===== src/rtl/regfile_wr_arbiter_if.sv =====
`default_nettype none
// +----------------------------------------------------------------------+
// | regfile_wr_arbiter_if                                                |
// | Requester-side and register-file-side signals of the write arbiter.  |
// | Rev 1.0                                                              |
// +----------------------------------------------------------------------+
interface regfile_wr_arbiter_if #(
    parameter int WIDTH = 32,
    parameter int N_REQ = 3
);
    logic [N_REQ-1:0]       req_i;
    logic [5*N_REQ-1:0]     addr_i;
    logic [WIDTH*N_REQ-1:0] data_i;
    logic [N_REQ-1:0]       gnt_o;
    logic                   reg_write_o;
    logic [31:0]            wr_en_o;
    logic [4:0]             wr_addr_o;
    logic [WIDTH-1:0]       wr_data_o;
    logic                   busy_o;

    modport master (
        output req_i, addr_i, data_i,
        input  gnt_o, reg_write_o, wr_en_o, wr_addr_o, wr_data_o, busy_o
    );

    modport slave (
        input  req_i, addr_i, data_i,
        output gnt_o, reg_write_o, wr_en_o, wr_addr_o, wr_data_o, busy_o
    );
endinterface
`default_nettype wire


===== src/rtl/regfile_wr_arbiter.sv =====
`default_nettype none
// +----------------------------------------------------------------------+
// | regfile_wr_arbiter                                                   |
// | Round-robin sharing of the register file's single write port.        |
// | Rev 1.0                                                              |
// +----------------------------------------------------------------------+
module regfile_wr_arbiter #(
    parameter int WIDTH = 32,
    parameter int N_REQ = 3
) (
    input  logic                clk,
    input  logic                reset,
    regfile_wr_arbiter_if.slave bus
);

    localparam int PTR_W = (N_REQ > 1) ? $clog2(N_REQ) : 1;
    localparam logic [PTR_W-1:0] LAST_IDX = PTR_W'(N_REQ - 1);

    typedef enum logic [0:0] {
        IDLE  = 1'b0,
        WRITE = 1'b1
    } state_t;

    state_t             state_q, state_d;
    logic [PTR_W-1:0]   ptr_q, ptr_d;
    logic [N_REQ-1:0]   gnt_q, gnt_d;
    logic               reg_write_q, reg_write_d;
    logic [31:0]        wr_en_q, wr_en_d;
    logic [4:0]         wr_addr_q, wr_addr_d;
    logic [WIDTH-1:0]   wr_data_q, wr_data_d;

    logic [N_REQ-1:0]   shown_gnt;
    logic [N_REQ-1:0]   elig;
    logic               found;
    logic               found_hi;
    logic [PTR_W-1:0]   win, win_hi, win_lo;
    logic [4:0]         win_addr;
    logic [WIDTH-1:0]   win_data;

    // The requester shown as granted is masked so it can drop its request.
    assign shown_gnt = (state_q == WRITE) ? gnt_q : '0;
    assign elig      = bus.req_i & ~shown_gnt;

    // Lowest eligible index at or above ptr wins; otherwise wrap to lowest overall.
    always_comb begin
        found_hi = 1'b0;
        win_hi   = '0;
        win_lo   = '0;
        for (int j = N_REQ - 1; j >= 0; j--) begin
            if (elig[j]) begin
                win_lo = j[PTR_W-1:0];
                if (j >= int'(ptr_q)) begin
                    found_hi = 1'b1;
                    win_hi   = j[PTR_W-1:0];
                end
            end
        end
        win   = found_hi ? win_hi : win_lo;
        found = |elig;

        win_addr = '0;
        win_data = '0;
        for (int j = 0; j < N_REQ; j++) begin
            if (win == j[PTR_W-1:0]) begin
                win_addr = bus.addr_i[5*j +: 5];
                win_data = bus.data_i[WIDTH*j +: WIDTH];
            end
        end
    end

    always_comb begin
        state_d     = IDLE;
        ptr_d       = ptr_q;
        gnt_d       = '0;
        reg_write_d = 1'b0;
        wr_en_d     = '0;
        wr_addr_d   = wr_addr_q;
        wr_data_d   = wr_data_q;
        if (found) begin
            state_d     = WRITE;
            ptr_d       = (win == LAST_IDX) ? '0 : win + PTR_W'(1);
            gnt_d       = N_REQ'(1) << win;
            wr_addr_d   = win_addr;
            wr_data_d   = win_data;
            // $zero is granted to release the requester but never written.
            reg_write_d = (win_addr != 5'd0);
            wr_en_d     = reg_write_d ? (32'd1 << win_addr) : 32'd0;
        end
    end

    always_ff @(posedge clk or negedge reset) begin
        if (!reset) begin
            state_q     <= IDLE;
            ptr_q       <= '0;
            gnt_q       <= '0;
            reg_write_q <= 1'b0;
            wr_en_q     <= '0;
            wr_addr_q   <= '0;
            wr_data_q   <= '0;
        end else begin
            state_q     <= state_d;
            ptr_q       <= ptr_d;
            gnt_q       <= gnt_d;
            reg_write_q <= reg_write_d;
            wr_en_q     <= wr_en_d;
            wr_addr_q   <= wr_addr_d;
            wr_data_q   <= wr_data_d;
        end
    end

    assign bus.gnt_o       = gnt_q;
    assign bus.reg_write_o = reg_write_q;
    assign bus.wr_en_o     = wr_en_q;
    assign bus.wr_addr_o   = wr_addr_q;
    assign bus.wr_data_o   = wr_data_q;
    assign bus.busy_o      = |elig;

endmodule
`default_nettype wire

===== src/flat_wrapper.sv =====
// flat-port wrapper written by rule: the top's interface ports become plain ports
module regfile_wr_arbiter_flat 
#(
    parameter int WIDTH = 32,
    parameter int N_REQ = 3
)
  (clk, reset, bus_req_i, bus_addr_i, bus_data_i, bus_gnt_o, bus_reg_write_o, bus_wr_en_o, bus_wr_addr_o, bus_wr_data_o, bus_busy_o);
  regfile_wr_arbiter_if #(.WIDTH(WIDTH), .N_REQ(N_REQ)) bus_i ();
  input  logic clk;
  input  logic reset;
  input wire logic [$bits(bus_i.req_i)-1:0] bus_req_i;
  input wire logic [$bits(bus_i.addr_i)-1:0] bus_addr_i;
  input wire logic [$bits(bus_i.data_i)-1:0] bus_data_i;
  output wire logic [$bits(bus_i.gnt_o)-1:0] bus_gnt_o;
  output wire logic [$bits(bus_i.reg_write_o)-1:0] bus_reg_write_o;
  output wire logic [$bits(bus_i.wr_en_o)-1:0] bus_wr_en_o;
  output wire logic [$bits(bus_i.wr_addr_o)-1:0] bus_wr_addr_o;
  output wire logic [$bits(bus_i.wr_data_o)-1:0] bus_wr_data_o;
  output wire logic [$bits(bus_i.busy_o)-1:0] bus_busy_o;
  assign bus_i.req_i = bus_req_i;
  assign bus_i.addr_i = bus_addr_i;
  assign bus_i.data_i = bus_data_i;
  assign bus_gnt_o = bus_i.gnt_o;
  assign bus_reg_write_o = bus_i.reg_write_o;
  assign bus_wr_en_o = bus_i.wr_en_o;
  assign bus_wr_addr_o = bus_i.wr_addr_o;
  assign bus_wr_data_o = bus_i.wr_data_o;
  assign bus_busy_o = bus_i.busy_o;
  regfile_wr_arbiter #(.WIDTH(WIDTH), .N_REQ(N_REQ)) u_core (.clk(clk), .reset(reset), .bus(bus_i));
endmodule

===== config.mk =====
export PLATFORM = sky130hd
export DESIGN_NAME = regfile_wr_arbiter_flat
export DESIGN_NICKNAME = d
export VERILOG_FILES = /design/src/rtl/regfile_wr_arbiter_if.sv /design/src/rtl/regfile_wr_arbiter.sv /design/src/flat_wrapper.sv
export SDC_FILE = /design/constraint.sdc
export NUM_CORES = 1
export LEC_CHECK = 0
export ABC_AREA = 0
export BUFFER_PORTS_ARGS = -buffer_cell sky130_fd_sc_hd__clkbuf_2
export CORE_UTILIZATION = 45
export DETAILED_ROUTE_END_ITERATION = 10
export HOLD_SLACK_MARGIN = 0.05
export PLACE_DENSITY = 0.87
export SLEW_MARGIN = 20
export SYNTH_ARGS = -nofsm -noshare
export SYNTH_HDL_FRONTEND = slang
export SYNTH_SLANG_ARGS = --single-unit

===== constraint.sdc =====
create_clock -name clk -period 2.3 [get_ports clk]
set_input_delay 0 -clock clk [delete_from_list [all_inputs] [get_ports clk]]
set_output_delay 0 -clock clk [all_outputs]
set_load 0.1 [all_outputs]

== After elaboration in Yosys (flattened, before gate mapping) ==
Cells that the tools add are included.
Operators by class
  $add $sub $neg: 1
  magnitude comparators: 3
  equality and inequality tests: 2
  shift-type cells: 2
  muxes and demuxes: 29
  bitwise operators: 2
  reduce and logical (&&, ||, !) cells: 3
Operator list (count)
  2-to-1 mux 32 bit: 5
  left shift 1 x 5 -> 32 bit, first input constant: 1
  2-to-1 mux 2 bit: 11
  2-to-1 mux 5 bit: 3
  2-to-1 mux 1 bit: 8
  2-to-1 mux 3 bit: 2
  nonzero test 5 bit: 1
  >= comparator 1 x 2 -> 1 bit, first input constant: 2
  bitwise AND 3 bit: 1
  inverter 3 bit: 1
  OR reduction 3 bit: 1
  left shift 1 x 2 -> 3 bit, first input constant: 1
  adder 2 x 1 -> 2 bit, second input constant: 1
  equality test 2 x 1 -> 1 bit, second input constant: 1
  equality test 2 bit, second input constant: 1
  >= comparator 2 bit, first input constant: 1
  logical NOT 2 bit: 1
Word-level totals
  register bits: 76
  input port bits: 116
  output and inout port bits: 74
  logic and storage cells: 49

== Longest topological paths before layout ==
Gate-level depths: netlist of the first run.
  depth after elaboration: 16
  gate-level depth with buffers: 10
  gate-level depth less buffers: 7

== Worst setup path after synthesis of the first run ==
Ideal clock, no wire load.
  kind: register to register
  start point: register u_core.gnt_q[0], in the netlist u_core.bus.gnt_o[0]
  end point: register u_core.wr_data_q[23], in the netlist u_core.bus.wr_data_o[23]
  library setup time: 188 ps
  data arrival time: 2857 ps
  data required time: 2112 ps
  path slack: -745 ps
  stages on the path, launching flop included: 7
  path buffers: 2
  period minus slack after synthesis: 3045 ps
  path through: dfrtp_1 > a21boi_1 > nor2_1 > inv_1 > clkbuf_1 > clkbuf_1 > a21oi_1
Between the ends
  elaborated cells on any way between the ends: 14
  classes of those cells: eq/ne (2); mux (8); bitwise (2); reduce/logical (2)
RTL lines
  from (decl): RTL line regfile_wr_arbiter.sv:26  | logic [N_REQ-1:0] gnt_q, gnt_d;
  from (signal assigned): RTL line regfile_wr_arbiter.sv:103  | gnt_q <= gnt_d;
  2-to-1 mux 3 bit: RTL line regfile_wr_arbiter.sv:41  | assign shown_gnt = (state_q == WRITE) ? gnt_q : '0;
  inverter 3 bit: RTL line regfile_wr_arbiter.sv:42  | assign elig = bus.req_i & ~shown_gnt;
  bitwise AND 3 bit: RTL line regfile_wr_arbiter.sv:42
  OR reduction 3 bit
  net bus_busy_o: RTL line flat_wrapper.sv:19  | output wire logic [$bits(bus_i.busy_o)-1:0] bus_busy_o;
  to (signal assigned): RTL line regfile_wr_arbiter.sv:107  | wr_data_q <= wr_data_d;
  to (decl): RTL line regfile_wr_arbiter.sv:30  | logic [WIDTH-1:0] wr_data_q, wr_data_d;
The timed path passes the listed nets, and every way through them passes these cells.
A chain may end at the register's enable or synchronous reset.

== Final worst setup path of the first run ==
  start point: register u_core.state_q
  end point: register u_core.wr_data_q[19], in the netlist u_core.bus.wr_data_o[19]
Between the ends
  cells in the longest elaborated chain, start to end: 13
  elaborated cells on any way between the ends: 24
  classes of those cells: eq/ne (2); mux (18); bitwise (2); reduce/logical (2)
Ends and longest elaborated chain
  from (decl): RTL line regfile_wr_arbiter.sv:24  | state_t state_q, state_d;
  from (signal assigned): RTL line regfile_wr_arbiter.sv:101  | state_q <= state_d;
  2-to-1 mux 3 bit (*): RTL line regfile_wr_arbiter.sv:41
  inverter 3 bit (*): RTL line regfile_wr_arbiter.sv:42
  bitwise AND 3 bit (*): RTL line regfile_wr_arbiter.sv:42
  2-to-1 mux 2 bit / 2-to-1 mux 1 bit (equally long branches): RTL line regfile_wr_arbiter.sv:50  | if (elig[j]) begin
  2-to-1 mux 2 bit / 2-to-1 mux 1 bit (equally long branches): RTL line regfile_wr_arbiter.sv:52  | if (j >= int'(ptr_q)) begin
  2-to-1 mux 2 bit / 2-to-1 mux 1 bit (equally long branches): RTL line regfile_wr_arbiter.sv:50
  2-to-1 mux 2 bit / 2-to-1 mux 1 bit (equally long branches): RTL line regfile_wr_arbiter.sv:52
  2-to-1 mux 2 bit / 2-to-1 mux 1 bit (equally long branches): RTL line regfile_wr_arbiter.sv:50
  2-to-1 mux 2 bit: RTL line regfile_wr_arbiter.sv:58  | win = found_hi ? win_hi : win_lo;
  logical NOT 2 bit: RTL line regfile_wr_arbiter.sv:64  | if (win == j[PTR_W-1:0]) begin
  2-to-1 mux 32 bit (3 in series): RTL line regfile_wr_arbiter.sv:64
Mark *: on every way between the ends. The rest lies on a longest branch, timed or not.

==> run metrics, run 1 <==
status=complete, but fails checks; failing checks=design-rule violations; post-synthesis instance area=0.00348 mm2; Data arrival, critical path=2.44 ns; Initial Util=0.473; H-tree levels=3; #FFs+latches synth=76; critical path peak fanout=22; Fill cells=461; Core Box Area=0.00737 mm2; Avg Inst Size Synth=10.6 um2; Setup TNS Final=0 ns; Tcrit/Tclk final=0.965; Worst Setup Start Kind=flip-flop; Port Buffers=189; Post-synth EDFFs=0; Mapped Cells=330; layout cells sized above 1=0.390; Max clock buf depth=2; crit end category=flip-flop; yosys warns=0; die width=90.0 um; Syn Nets=446; Pleak=2.92 nW; First-pass DRT Iterations=11; relative slew slack=0.395; first-pass GRT wire length=21600 um; total wire length=13500 um; worst slew pin tran=0.907 ns; clk_lat worst skew=0.36 ns; largest net degree at the start of global routing=77; final cell count without fillers=729; critical path class=reg2reg; R2R Setup Slk=0.08 ns; Final setup viols=0; TritonCTS buffer count=9; Avg Vias per Cell=5.68; worst vdd ir=1.44 mV; Die H=90.0 um; Area Growth Syn to Fin=67.2%; r2r worst-path depth=7; I/O pin count=190; HP Class=in2reg; skew final=0.0107 ns; DRC viols=11; post-layout min period=2.22 ns; vias in the first global route=4337; Fmax=0.451 GHz; Reg clk slew, reported paths=0.09 ns; CTS tree=built; via count=4139; Cell variety after synth=50; routed len/inst=18.5 um; routability cong.=0.852; Iter 0 DRT Violations=456; register area share after synthesis=0.546; GRT overflow=0; number of hold violations in the final report=0; Inst Count DP=611; Post-DRT Antenna Nets=0; root buf cell=clkbuf_8; initial antenna violation count=1; DIE AREA=0.00810 mm2; Final Util=0.790; Slew Viols, Final=0; Post-DP HPWL=7420 um; FF/Latch Area=0.00191 mm2; Site Rows=31; commonest non-fill, non-tap cell in the layout=clkbuf_2; Max Cap Violations=0; GRT Total Usage=0.344; Critical Path RT=2.52 ns; worst hold path cell count=3; # clock sinks=76; area of the multi-input gates=0.00149 mm2; PnR worst setup slack=0.0815 ns; total power per unit cell area=1570 mW/mm2; unrepaired setup endpoints after global routing=no; hold_ws=0.0909 ns; Top FF cell, synth=dfrtp_1; # nets final=740; ys async rst share=1.00; pre-CTS setup slack=0.140 ns; most frequent cells in the layout=clkbuf_2 (187), dlygate4sd3_1 (100), dfrtp_1 (72), nor2_1 (64), a21oi_1 (37)
[per-stage QoR]
step / cell area (um2) / total power, mW
after global routing: 5820 / 9.49
after floorplan: 3490 / 6.65
final: 5820 / 9.15
after CTS: 5800 / 8.94
after detailed placement: 4600 / 7.82
after global placement: 4600 / 7.72
[worst max-delay path, cell delays in order, from the launching register on]
cell and delay [ns]:
dfrtp_2 0.47, a21bo_2 0.26, o211a_4 0.30, nor2_8 0.17
inv_2 0.09, buf_6 0.18, a222oi_1 0.46, a21oi_1 0.14
[synthesized netlist by cell type (2+ instances only)]
master	count	area, um2
nand2b_1	3	18.8
a222oi_1	33	330
nor2_1	64	240
a22oi_1	3	22.5
o21ai_1	3	15.0
a21bo_2	2	20.0
buf_2	6	30.0
o32ai_1	2	17.5
dfrtp_1	76	1900
a21oi_1	37	185
nor3b_2	2	25.0
inv_1	5	18.8
nand2_1	8	30.0
o211a_1	2	20.0
o21ai_0	9	45.0
clkbuf_1	13	48.8
mux2i_1	2	20.0
o31ai_1	3	22.5
nand3_1	4	20.0
a22o_1	2	17.5
nor2b_1	14	87.6
and3b_1	3	26.3
and2_1	6	37.5
o21a_1	2	15.0
[final cells by class]
| type | instances | share of cell area |
|---|---|---|
| inverter | 6 | 0.00387 |
| clock inverter | 7 | 0.0120 |
| clock buffer | 9 | 0.0213 |
| sequential | 76 | 0.327 |
| antenna | 1 | 0.000430 |
| multi-input combinational | 228 | 0.256 |
| timing repair buffer | 303 | 0.358 |
| tap | 99 | 0.0213 |
[layer usage]
metal	GRT usage	share of wire
met1	0.386	0.36
met5	0	0
met3	0.0897	0.090
met2	0.581	0.50
met4	0.218	0.054
[final timing paths]
path / start / endpoint
setup / recovery: u_core.state_q$_DFF_PN0_ / u_core.bus.wr_data_o[19]$_DFFE_PN0P_
hold / removal: bus_addr_i[5] / u_core.bus.wr_addr_o[0]$_DFFE_PN0P_
setup reg to reg: u_core.state_q$_DFF_PN0_ / u_core.bus.wr_data_o[19]$_DFFE_PN0P_
hold reg to reg: u_core.bus.wr_addr_o[1]$_DFFE_PN0P_ / u_core.bus.wr_addr_o[1]$_DFFE_PN0P_
max in group asynchronous: reset / u_core.bus.gnt_o[2]$_DFF_PN0_
min in group asynchronous: reset / u_core.bus.wr_addr_o[3]$_DFFE_PN0P_
[flip-flops by register name (all words and copies together), names as in the netlist]
register	flops
u_core.bus.wr_addr_o	5
u_core.ptr_q	2
u_core.bus.wr_en_o	32
u_core.state_q	1
u_core.bus.wr_data_o	32
u_core.bus.reg_write_o	1
u_core.bus.gnt_o	3
[where the power goes]
part           internal (mW)  switching, mW
clock                  0.419          0.571
sequential              1.79          0.342
combinational           1.26           4.76
total                   3.48           5.67
[cell families after synthesis]
logic type,synth area share
compound gates,0.256
other cells,0.00108
flops,0.546
simple gates,0.157
mux,0.00898
buf+inv,0.0313
[what timing repair did]
item	in CTS	in global routing
endpoints found under the hold margin	111	0
hold buffers	100	0
resized for setup	0	5
setup endpoints to repair	0	6
setup buffers	0	1
Power figures use the tool's default switching activity.
==> inputs of run 2 (changes only) <==
Settings changed: CORE_ASPECT_RATIO set to 1.2.
==> run 2 against run 1 <==
Compared with the run above: the flow now finishes without violations; clock skew about the same; hold slack worse by 0.0074 ns; clock-buffer cell count unchanged; final cell count down 1.5%; design area down 0.58%.
==> run metrics, run 2 (synthesis results as in run 1) <==
Post-DP HPWL=7570 um (+2.1%); DIE AREA=0.00810 mm2 (about the same); Reg clk slew, reported paths=0.09 ns (about the same); skew final=0.0108 ns (+0.0000709 ns); critical path class=reg2reg; most frequent cells in the layout=clkbuf_2 (187), dlygate4sd3_1 (100), dfrtp_1 (71), nor2_1 (64), a21oi_1 (37); # clock sinks=76 (unchanged); Cell Area, Placed=0.00458 mm2 (-0.57%); clk_lat worst skew=0.35 ns (about the same); # nets final=739 (-0.14%); number of hold violations in the final report=0 (unchanged); GRT Total Usage=0.358 (+0.0146); Power, Total=9.09 mW (-0.65%); Worst Setup Start Kind=flip-flop; DRC viols=0 (-11); root buf cell=clkbuf_8; Die H=98.4 um (+9.3%); layout cells sized above 1=0.387 (-0.00256); Critical Path RT=2.50 ns (-0.02 ns); worst slew pin tran=0.922 ns (+0.0150 ns); Post-DRT Antenna Nets=0 (unchanged); critical path peak fanout=24 (+9.1%); Slew Viols, Final=0 (unchanged); vias in the first global route=4420 (+1.9%); Avg Vias per Cell=5.83 (+2.7%); Iter 0 DRT Violations=412 (-9.6%); crit end category=flip-flop; commonest non-fill, non-tap cell in the layout=clkbuf_2; total wire length=13800 um (+2.6%); CTS tree=built; via count=4188 (+1.2%); largest net degree at the start of global routing=77 (unchanged); Max clock buf depth=2 (unchanged); die width=82.3 um (-8.5%); routability cong.=0.908 (+6.6%); TritonCTS buffer count=9 (unchanged); relative slew slack=0.385 (-0.00999); Fmax=0.453 GHz (+0.52%); Setup TNS Final=0 ns (unchanged); GRT overflow=0 (unchanged); initial antenna violation count=0 (-1); Initial Util=0.473 (+0.000643); Core Box Area=0.00736 mm2 (-0.14%); pre-CTS setup slack=0.0833 ns (-0.0569 ns); PnR worst setup slack=0.0931 ns (+0.0115 ns); Port Buffers=189 (unchanged); Pleak=2.91 nW (-0.37%); Site Rows=34 (+9.7%); post-route cell area=0.00579 mm2 (-0.58%); H-tree levels=3 (unchanged); total power per unit cell area=1570 mW/mm2 (about the same); status=complete, no violations; HP Class=in2reg; Max Cap Violations=0 (unchanged); critical path's slowest cell=dfrtp_2; I/O pin count=190 (unchanged); Tcrit/Tclk final=0.960 (-0.00500); CP peak stage delay=0.46 ns (about the same); CP cell instances=nor2b_1, and2_1, buf_4, nor2_8, inv_2, buf_12, a222oi_1, a21oi_1; Area Growth Syn to Fin=66.2%; post-layout min period=2.21 ns (-0.0115 ns); Data arrival, critical path=2.41 ns (-0.03 ns); first-pass GRT wire length=21300 um (-1.3%); First-pass DRT Iterations=9 (-2); routed len/inst=19.2 um (+4.2%); Final setup viols=0 (unchanged); antenna diode count=0 (-1); worst vdd ir=1.10 mV (-24%); hold_ws=0.0835 ns (-0.00740 ns)
-- run 2: per-layer routing --
layer	track usage	wire length (um)
met1	0.353	4400
met2	0.633	7340
met3	0.0944	1220
met4	0.242	851
met5	0	0
-- run 2: final cells by class --
| type | instances | area [um2] |
|---|---|---|
| clock buffer | 9 | 124 |
| clock inverter | 7 | 65.1 |
| fill | 450 | 1570 |
| inverter | 6 | 22.5 |
| multi-input combinational | 228 | 1480 |
| sequential | 76 | 1910 |
| tap | 90 | 113 |
| timing repair buffer | 302 | 2070 |
-- run 2: what timing repair did --
| item | in CTS | in global routing |
|---|---|---|
| hold buffers | 100 | 0 |
| setup buffers | 0 | 2 |
| resized for setup | 0 | 3 |
| hold endpoints to repair | 111 | 0 |
| setup endpoints to repair | 0 | 7 |
-- run 2: through the flow --
stage           util  cells
2_1_floorplan      -    330
3_3_place_gp   0.622    600
3_5_place_dp   0.622    600
4_1_cts        0.784    716
5_1_grt        0.787    718
6_report       0.787    718
-- run 2: critical path: cells and delay by family (launching register included) --
kind,cells,cell delay [ns]
compound gates,2,0.62
buf+inv,3,0.44
flops,1,0.46
simple gates,3,0.52
-- run 2: path summary, 6_finish.rpt --
check | startpoint | endpoint | slack (ns) | cells past startpoint
worst max-delay path | u_core.ptr_q[1]$_DFFE_PN0P_ | u_core.bus.wr_data_o[0]$_DFFE_PN0P_ | 0.09 | 8
worst min-delay path | bus_addr_i[10] | u_core.bus.wr_addr_o[0]$_DFFE_PN0P_ | 0.08 | 3
worst max register to register | u_core.ptr_q[1]$_DFFE_PN0P_ | u_core.bus.wr_data_o[0]$_DFFE_PN0P_ | 0.09 | 8
worst min register to register | u_core.bus.wr_addr_o[2]$_DFFE_PN0P_ | u_core.bus.wr_addr_o[2]$_DFFE_PN0P_ | 0.51 | 2
max in group asynchronous | reset | u_core.bus.gnt_o[0]$_DFF_PN0_ | 1.31 | 2
min in group asynchronous | reset | u_core.bus.wr_addr_o[1]$_DFFE_PN0P_ | 0.33 | 2
-- run 2: report_power, final --
group / switching, mW / total, mW / internal (mW) / leakage [nW]
Clock: 0.577 / 0.998 / 0.420 / 0.0947
Sequential: 0.309 / 2.10 / 1.79 / 0.954
Combinational: 4.74 / 5.99 / 1.25 / 1.86
Total: 5.63 / 9.09 / 3.46 / 2.91
